`config.mk`:
```
export PLATFORM = sky130hd
export DESIGN_NAME = alu_scheduler
export DESIGN_NICKNAME = d
export VERILOG_FILES = /design/src/rtl/alu_scheduler.sv
export SDC_FILE = /design/constraint.sdc
export NUM_CORES = 1
export LEC_CHECK = 0
export ABC_AREA = 1
export BUFFER_PORTS_ARGS = -buffer_cell sky130_fd_sc_hd__clkbuf_2
export CAP_MARGIN = 20
export CORE_ASPECT_RATIO = 0.5
export CORE_MARGIN = 3
export CORE_UTILIZATION = 55
export DETAILED_ROUTE_END_ITERATION = 8
export GPL_ROUTABILITY_DRIVEN = 0
export PLACE_DENSITY = 0.87
export SLEW_MARGIN = 20
export SYNTH_ARGS = -nofsm -noshare
export SYNTH_HDL_FRONTEND = slang
export SYNTH_SLANG_ARGS = --single-unit
```
`constraint.sdc`:
```
create_clock -name clk -period 3.4 [get_ports clk]
set_clock_uncertainty 0.05 [all_clocks]
set_input_delay 0.34 -clock clk [delete_from_list [all_inputs] [get_ports clk]]
set_output_delay 0.34 -clock clk [all_outputs]
set_load 0.05 [all_outputs]
```
`src/rtl/alu_scheduler.sv`:
```
// alu_scheduler: round-robin front end sharing one combinational ALU
// between two requesters; MUL is built from 32 shift-add steps.
module alu_scheduler (
  input  logic        clk,
  input  logic        rst_n,
  input  logic        req0_valid,
  output logic        req0_ready,
  input  logic [31:0] req0_a,
  input  logic [31:0] req0_b,
  input  logic [3:0]  req0_op,
  input  logic        req1_valid,
  output logic        req1_ready,
  input  logic [31:0] req1_a,
  input  logic [31:0] req1_b,
  input  logic [3:0]  req1_op,
  output logic        rsp_valid,
  input  logic        rsp_ready,
  output logic        rsp_id,
  output logic [31:0] rsp_result,
  output logic        rsp_zero,
  output logic [31:0] alu_a,
  output logic [31:0] alu_b,
  output logic [3:0]  alu_ctrl,
  input  logic [31:0] alu_result,
  output logic        busy
);

  typedef enum logic [1:0] {
    S_IDLE,
    S_EXEC,
    S_MUL,
    S_RESP
  } state_t;

  localparam logic [3:0] OP_ADD = 4'b0010;
  localparam logic [3:0] OP_MUL = 4'b0011;

  state_t      r_state;
  logic        r_last;
  logic        r_id;
  logic [3:0]  r_op;
  logic [31:0] r_a;
  logic [31:0] r_b;
  logic [31:0] r_acc;
  logic [4:0]  r_cnt;
  logic        r_rsp_valid;
  logic [31:0] r_result;

  logic        w_idle;
  logic        w_g0;
  logic        w_g1;
  logic [31:0] w_a;
  logic [31:0] w_b;
  logic [3:0]  w_op;
  logic [31:0] w_acc_nxt;

  // Grant: r_last=1 means port 1 won last, so port 0 wins a tie.
  // rst_n gates grants so ready stays low while reset is held.
  always_comb begin
    w_idle = rst_n && (r_state == S_IDLE);
    w_g0   = w_idle && req0_valid && (!req1_valid || r_last);
    w_g1   = w_idle && req1_valid && (!req0_valid || !r_last);
    w_a    = w_g1 ? req1_a  : req0_a;
    w_b    = w_g1 ? req1_b  : req0_b;
    w_op   = w_g1 ? req1_op : req0_op;
  end

  // Shared ALU drive: captured operands in EXEC, acc+mcand in MUL.
  always_comb begin
    alu_a    = '0;
    alu_b    = '0;
    alu_ctrl = '0;
    unique case (r_state)
      S_EXEC: begin
        alu_a    = r_a;
        alu_b    = r_b;
        alu_ctrl = r_op;
      end
      S_MUL: begin
        alu_a    = r_acc;
        alu_b    = r_a;
        alu_ctrl = OP_ADD;
      end
      default: ;
    endcase
  end

  // Accumulate only when the current multiplier bit is set.
  always_comb begin
    w_acc_nxt = r_b[0] ? alu_result : r_acc;
  end

  // Scheduler FSM; r_a/r_b double as mcand/mplier during MUL.
  always_ff @(posedge clk or negedge rst_n) begin
    if (!rst_n) begin
      r_state     <= S_IDLE;
      r_last      <= 1'b1;
      r_id        <= 1'b0;
      r_op        <= '0;
      r_a         <= '0;
      r_b         <= '0;
      r_acc       <= '0;
      r_cnt       <= '0;
      r_rsp_valid <= 1'b0;
      r_result    <= '0;
    end else begin
      unique case (r_state)
        S_IDLE: begin
          if (w_g0 || w_g1) begin
            r_last  <= w_g1;
            r_id    <= w_g1;
            r_a     <= w_a;
            r_b     <= w_b;
            r_op    <= w_op;
            r_acc   <= '0;
            r_cnt   <= '0;
            r_state <= (w_op == OP_MUL) ? S_MUL : S_EXEC;
          end
        end
        S_EXEC: begin
          r_result    <= alu_result;
          r_rsp_valid <= 1'b1;
          r_state     <= S_RESP;
        end
        S_MUL: begin
          r_acc <= w_acc_nxt;
          r_a   <= r_a << 1;
          r_b   <= r_b >> 1;
          r_cnt <= r_cnt + 5'd1;
          if (r_cnt == 5'd31) begin
            r_result    <= w_acc_nxt;
            r_rsp_valid <= 1'b1;
            r_state     <= S_RESP;
          end
        end
        S_RESP: begin
          if (rsp_ready) begin
            r_rsp_valid <= 1'b0;
            r_state     <= S_IDLE;
          end
        end
        default: r_state <= S_IDLE;
      endcase
    end
  end

  // Zero flag comes from the held result, qualified by valid.
  always_comb begin
    req0_ready = w_g0;
    req1_ready = w_g1;
    rsp_valid  = r_rsp_valid;
    rsp_id     = r_id;
    rsp_result = r_result;
    rsp_zero   = r_rsp_valid && (r_result == '0);
    busy       = (r_state != S_IDLE);
  end

endmodule

```
* Word-level counts from Yosys, hierarchy flattened
Cells that the tools add are included.
** Word-level totals
- Output and inout bits :: 106
- Input port bits :: 173
- Flip-flop bits (word level) :: 142
** Cells by class
- Eq/ne operators :: 8
- Add/sub/neg operators :: 1
- Mux-type cells :: 25
- Reduce and logical (&&, ||, !) cells :: 23
** Operators with widths (number)
- $pmux 32 s2 :: 6
- $mux 32 :: 7
- $logic_not 32->1 :: 1
- $pmux 5 s2 :: 1
- $mux 2 :: 4
- $pmux 2 s4 :: 1
- $pmux 4 s2 :: 1
- $logic_and 1x1->1 :: 6
- $reduce_and 2->1 :: 3
- $reduce_and 3->1 :: 2
- $reduce_bool 2->1 :: 3
- $add 5x1->5 const B :: 1
- $eq 5x5->1 const B :: 1
- $mux 5 :: 1
- $eq 2x2->1 const B :: 2
- $eq 4x2->1 const B :: 1
- $mux 4 :: 1
- $ne 2x2->1 const B :: 2
- $logic_not 1->1 :: 3
- $logic_or 1x1->1 :: 3
- $pmux 1 s3 :: 1
- $reduce_bool 3->1 :: 1
- $eq 2x1->1 const B :: 1
- $logic_not 2->1 :: 1
- 2 further kinds :: 3

* Depth between registers and ports, before layout
- Depth in word-level cells :: 9
- Gate-level depth with buffers :: 13
- Gate-level depth less buffers :: 12

* Worst setup path after synthesis
No wires, ideal clock.
- Path kind :: register to output
- Start point :: reg r_state[0]
- End point :: out alu_a[21]
- Path buffers :: 1
- Cell stages (with the launch flop) :: 6
- Data arrival time :: 2152 ps
- Slack :: 858 ps
- Cell sequence :: dfrtp_1 > inv_1 > ha_1 > nand2_1 > clkbuf_1 > o21ai_0
** On the way
- Word-level cells in the longest chain between the ends :: 2
** Ends and longest elaborated chain
- start, declared :: RTL line 38 : state_t r_state;
- start signal, assigned :: RTL line 117 : r_state <= (w_op == OP_MUL) ? S_MUL : S_EXEC;
- $eq 2x2->1 or $eq 2x1->1 (tied branches) :: RTL line 73 : unique case (r_state)
- $pmux 32 s2 (*) :: RTL line 73
- end, declared :: RTL line 21 : output logic [31:0] alu_a,
Every way passes the cells marked *; elsewhere a longest branch is shown, timed or not.

* Worst setup path in the final report
- Start point :: reg r_state[0]
- End point :: out alu_a[0]
The elaborated chain is that of the path after synthesis.

==> results.txt <==
----------------------------------------------------
[Outcome]
  Run status ... complete, no violations

[STA]
  Unrepaired setup endpoints after global routing ... no
  Total setup violations reported at the end of the flow ... 0
  Number of hold violations in the final report ... 0
  Minimum clock period ... ~3 ns
  Worst-case headroom to the max-slew limit ... roughly a third
  Transition time at the pin with the least slew margin ... ~1.0 ns
  Number of max-slew violations in the final report ... 0
  Summed negative setup slack over all endpoints ... 0 ns
  Peak Freq ... around 0.33 GHz
  Share of the cycle needed by the critical path after routing ... about nine tenths

[Critical path]
  CP arrival ... 2.64 ns
  Critical path class ... flip-flop to output port
  Cell-by-cell listing of the critical path ... inv_1 > ha_2 > buf_4 > nand2_1 > o22ai_1 > clkbuf_2
  Crit path capture type ... output port
  Reg2Reg Setup Slack ... 0.69 ns
  Kind of start point of the critical path ... flip-flop
  Cell type of the slowest stage on the worst timing path ... buf_4
  Worst Path Buf+Inv ... 3
  CP top delay family ... buffers and inverters
  Largest stage delay on the critical path ... 0.48 ns
  WP data required ... approximately 3.0 ns
  Crit path max fanout ... 54

[Synth]
  Post-synthesis sequential area ratio ... a little over two fifths
  Syn Std Cell Area ... between 8000 and 9000 sq um
  Share of synthesized cell area in full adder, half adder and majority cells ... less than 1%
  Dominant combinational cell family by area after synthesis ... compound AO/OA/AOI/OAI gates
  Simple-gate portion of the synthesized area ... between 10% and 20%
  Fraction of the mapped netlist area in compound gates ... a little over a quarter
  Number of cells produced by synthesis ... between 1000 and 1500
  Number of flip-flops and latches in the synthesized netlist ... about 140
  Net Count, Synth ... 1291
  Unique masters post-synth ... 29
  Syn Area/Cell ... ~7.3 sq um
  Count of yosys warnings during synthesis ... 0
  XOR/XNOR Fraction of Synth Area ... 0%
  Post-synthesis mux area share ... 0.2471%

[Worst hold path]
  Worst hold path class ... primary input to async pin

[Floorplan]
  Core Box Area ... roughly 14000 sq um
  Die boundary width ... 177.6 um
  Ports placed on the boundary ... between 200 and 300
  Full die area ... about 16000 sq um
  Initial core utilization ... between 50% and 60%
  Cell Rows ... 30
  Die boundary height ... 91.82 um

[Drt]
  Wirelength, routed ... 26.32 mm
  Post-detailed-route via-to-cell ratio ... between 5 and 6
  Post-DRT Antenna Nets ... 0
  Number of DRC violations after detailed-routing iteration 0 ... between 900 and 1000
  Post-DR wirelength/cell ... 17.11 um
  Number of detailed-routing iterations run before antenna repair ... 8
  Number of vias after detailed routing ... 8802
  DRC violation count after routing ... 0

[Placed design]
  HPWL after DPL ... about 19 mm
  Count of buffers inserted at the top-level ports ... ~280

[Global routing]
  Vias in the first global route ... between 7000 and 8000
  Wire length of the first global-routing pass ... between 40 and 50 mm
  Maximum number of pins on one net before global-route repair ... 128
  Remaining global-route overflow ... 0
  Number of antenna violations at the first check in global routing ... 0
  Total global routing track utilization ... 31.44%

[Finish]
  Antenna fix cells ... 0
  Final net count ... between 1500 and 2000
  Final Core Density ... about 72%
  Area delta synth->final ... 24.12%
  Layout cell share with drive strength beyond 1 ... roughly a quarter
  Most common cell after layout, fill and taps aside ... clkbuf_2
  Commonest non-fill, non-tap cells in the layout ... clkbuf_2 (276), nand2_1 (228), a21oi_1 (170)

[Clock tree]
  Clock-pin slew on the worst setup and hold paths ... around 0.070 ns
  Number of setup buffers added after CTS ... 0
  Number of buffers created by CTS ... 17
  Clock tree from TritonCTS ... yes
  Clock Root Buffer ... clkbuf_16
  Post-cts repair resize count ... 0
  Source-to-sink clock delay at the later pin of the worst-skew pair ... 0.40 ns
  Max Buffers Root-to-Sink ... 2
  H-tree levels ... 4
  Clock sink total ... 142
  Number of hold buffers added after cts ... 0

[Pwr]
  Switching share of power ... 56.60%
  Maximum vdd ir drop ... between 0.0006 and 0.0007 V
  Combinational Power Share ... 58.7%
  Net Switching ... between 6 and 7 mW
  Relative contribution of sequential cells to total power ... a little over a quarter
  Pwr Total ... around 12 mW
  Internal power ... approximately 5.3 mW
  Pwr Density ... 1208 nW/um^2
  Clock share of power ... between 15 and 20%
  Leak Pwr ... just under 5 nW

[Run]
  Total of max-cap violations ... 0

----------------------------------------------------
==> kinds of logic after synthesis <==
| kind of cell | Yosys count |
|---|---|
| adders and majority gates | 6 |
| and+or+nand+nor | 356 |
| DFF | 142 |
| buffers and inverters | 191 |
| muxes | 2 |
| AOI/OAI and AO/OA | 415 |
==> sequential cells by signal (all words and copies together), names as in the netlist <==
signal	count
r_b	32
r_acc	32
r_last	1
rsp_id	1
rsp_result	32
r_cnt	5
r_a	32
rsp_valid	1
r_op	4
r_state	2
==> cells in the mapped netlist <==
library cell | instances | area, sq um
a21oi_1 | 170 | 850.8
a22oi_1 | 11 | 82.58
a31oi_1 | 31 | 193.9
buf_1 | 9 | 33.78
buf_2 | 30 | 150.1
buf_4 | 3 | 22.52
buf_6 | 5 | 56.30
clkbuf_1 | 43 | 161.4
dfrtp_1 | 141 | 3528
dfstp_2 | 1 | 26.28
ha_1 | 6 | 75.07
inv_1 | 99 | 371.6
inv_2 | 2 | 7.510
mux2i_1 | 2 | 20.02
nand2_1 | 229 | 859.6
nand2_2 | 2 | 12.51
nand3_1 | 70 | 350.3
nand3_4 | 1 | 17.52
nand3b_1 | 1 | 7.510
nand4_1 | 4 | 25.02
nor2_1 | 41 | 153.9
nor2_4 | 1 | 11.26
nor3_1 | 2 | 10.01
nor4_1 | 4 | 25.02
o21ai_0 | 169 | 845.8
o21ai_1 | 23 | 115.1
o21ai_2 | 5 | 43.79
o22ai_1 | 6 | 37.54
or2_1 | 1 | 6.260
==> metal layers <==
layer	routed length [um]	vias to the layer above	track usage [%]
met5	0	-	0
met4	465	0	9.008
met3	3011	57	8.519
met2	11620	488	46.90
met1	11220	4060	45.09
li1	-	4197	-
==> cell type report <==
cell class | count | area, sq um
fill | 1141 | 3908
multi-input combinational | 779 | 3754
sequential | 142 | 3555
timing repair buffer | 292 | 1543
clock buffer | 19 | 452.9
inverter | 101 | 381.6
tap | 192 | 240.2
clock inverter | 13 | 130.1
==> power by group through the flow <==
| stage | registers, mW | clock network (mW) | logic, mW |
|---|---|---|---|
| finish | 3.18 | 1.84 | 7.13 |
| global placement | 3.12 | 0 | 6.88 |
| detailed placement | 3.15 | 0 | 7.03 |
| global route | 3.25 | 1.94 | 7.69 |
| CTS | 3.13 | 1.84 | 7.06 |
| floorplan | 3.64 | 0 | 4.79 |
==> per-stage QoR <==
step           setup WS (ns)  cell area, sq um  hold slack [ns]  std cells
2_1_floorplan         0.8580              8102        -0.005591       1112
3_3_place_gp          0.8380              9470           0.4055       1506
3_5_place_dp          0.6520              9470           0.4193       1506
4_1_cts               0.2111             10050           0.1027       1538
5_1_grt               0.2413             10060           0.1477       1538
6_report              0.3656             10060          0.07589       1538
==> final timing paths <==
check                                       start                          to  depth (start not counted)
max in group asynchronous                   rst_n          r_b[6]$_DFFE_PN0P_                          3
max reg2reg                r_state[0]$_DFFE_PN0P_        r_acc[3]$_DFFE_PN0P_                          9
min reg2reg                    rsp_id$_DFFE_PN0P_          rsp_id$_DFFE_PN0P_                          2
min in group clk                   alu_result[23]  rsp_result[23]$_DFFE_PN0P_                          3
min                                         rst_n       r_acc[28]$_DFFE_PN0P_                          2
max                        r_state[0]$_DFFE_PN0P_                    alu_a[0]                          6
No activity file was read; power rests on OpenSTA's default activity.
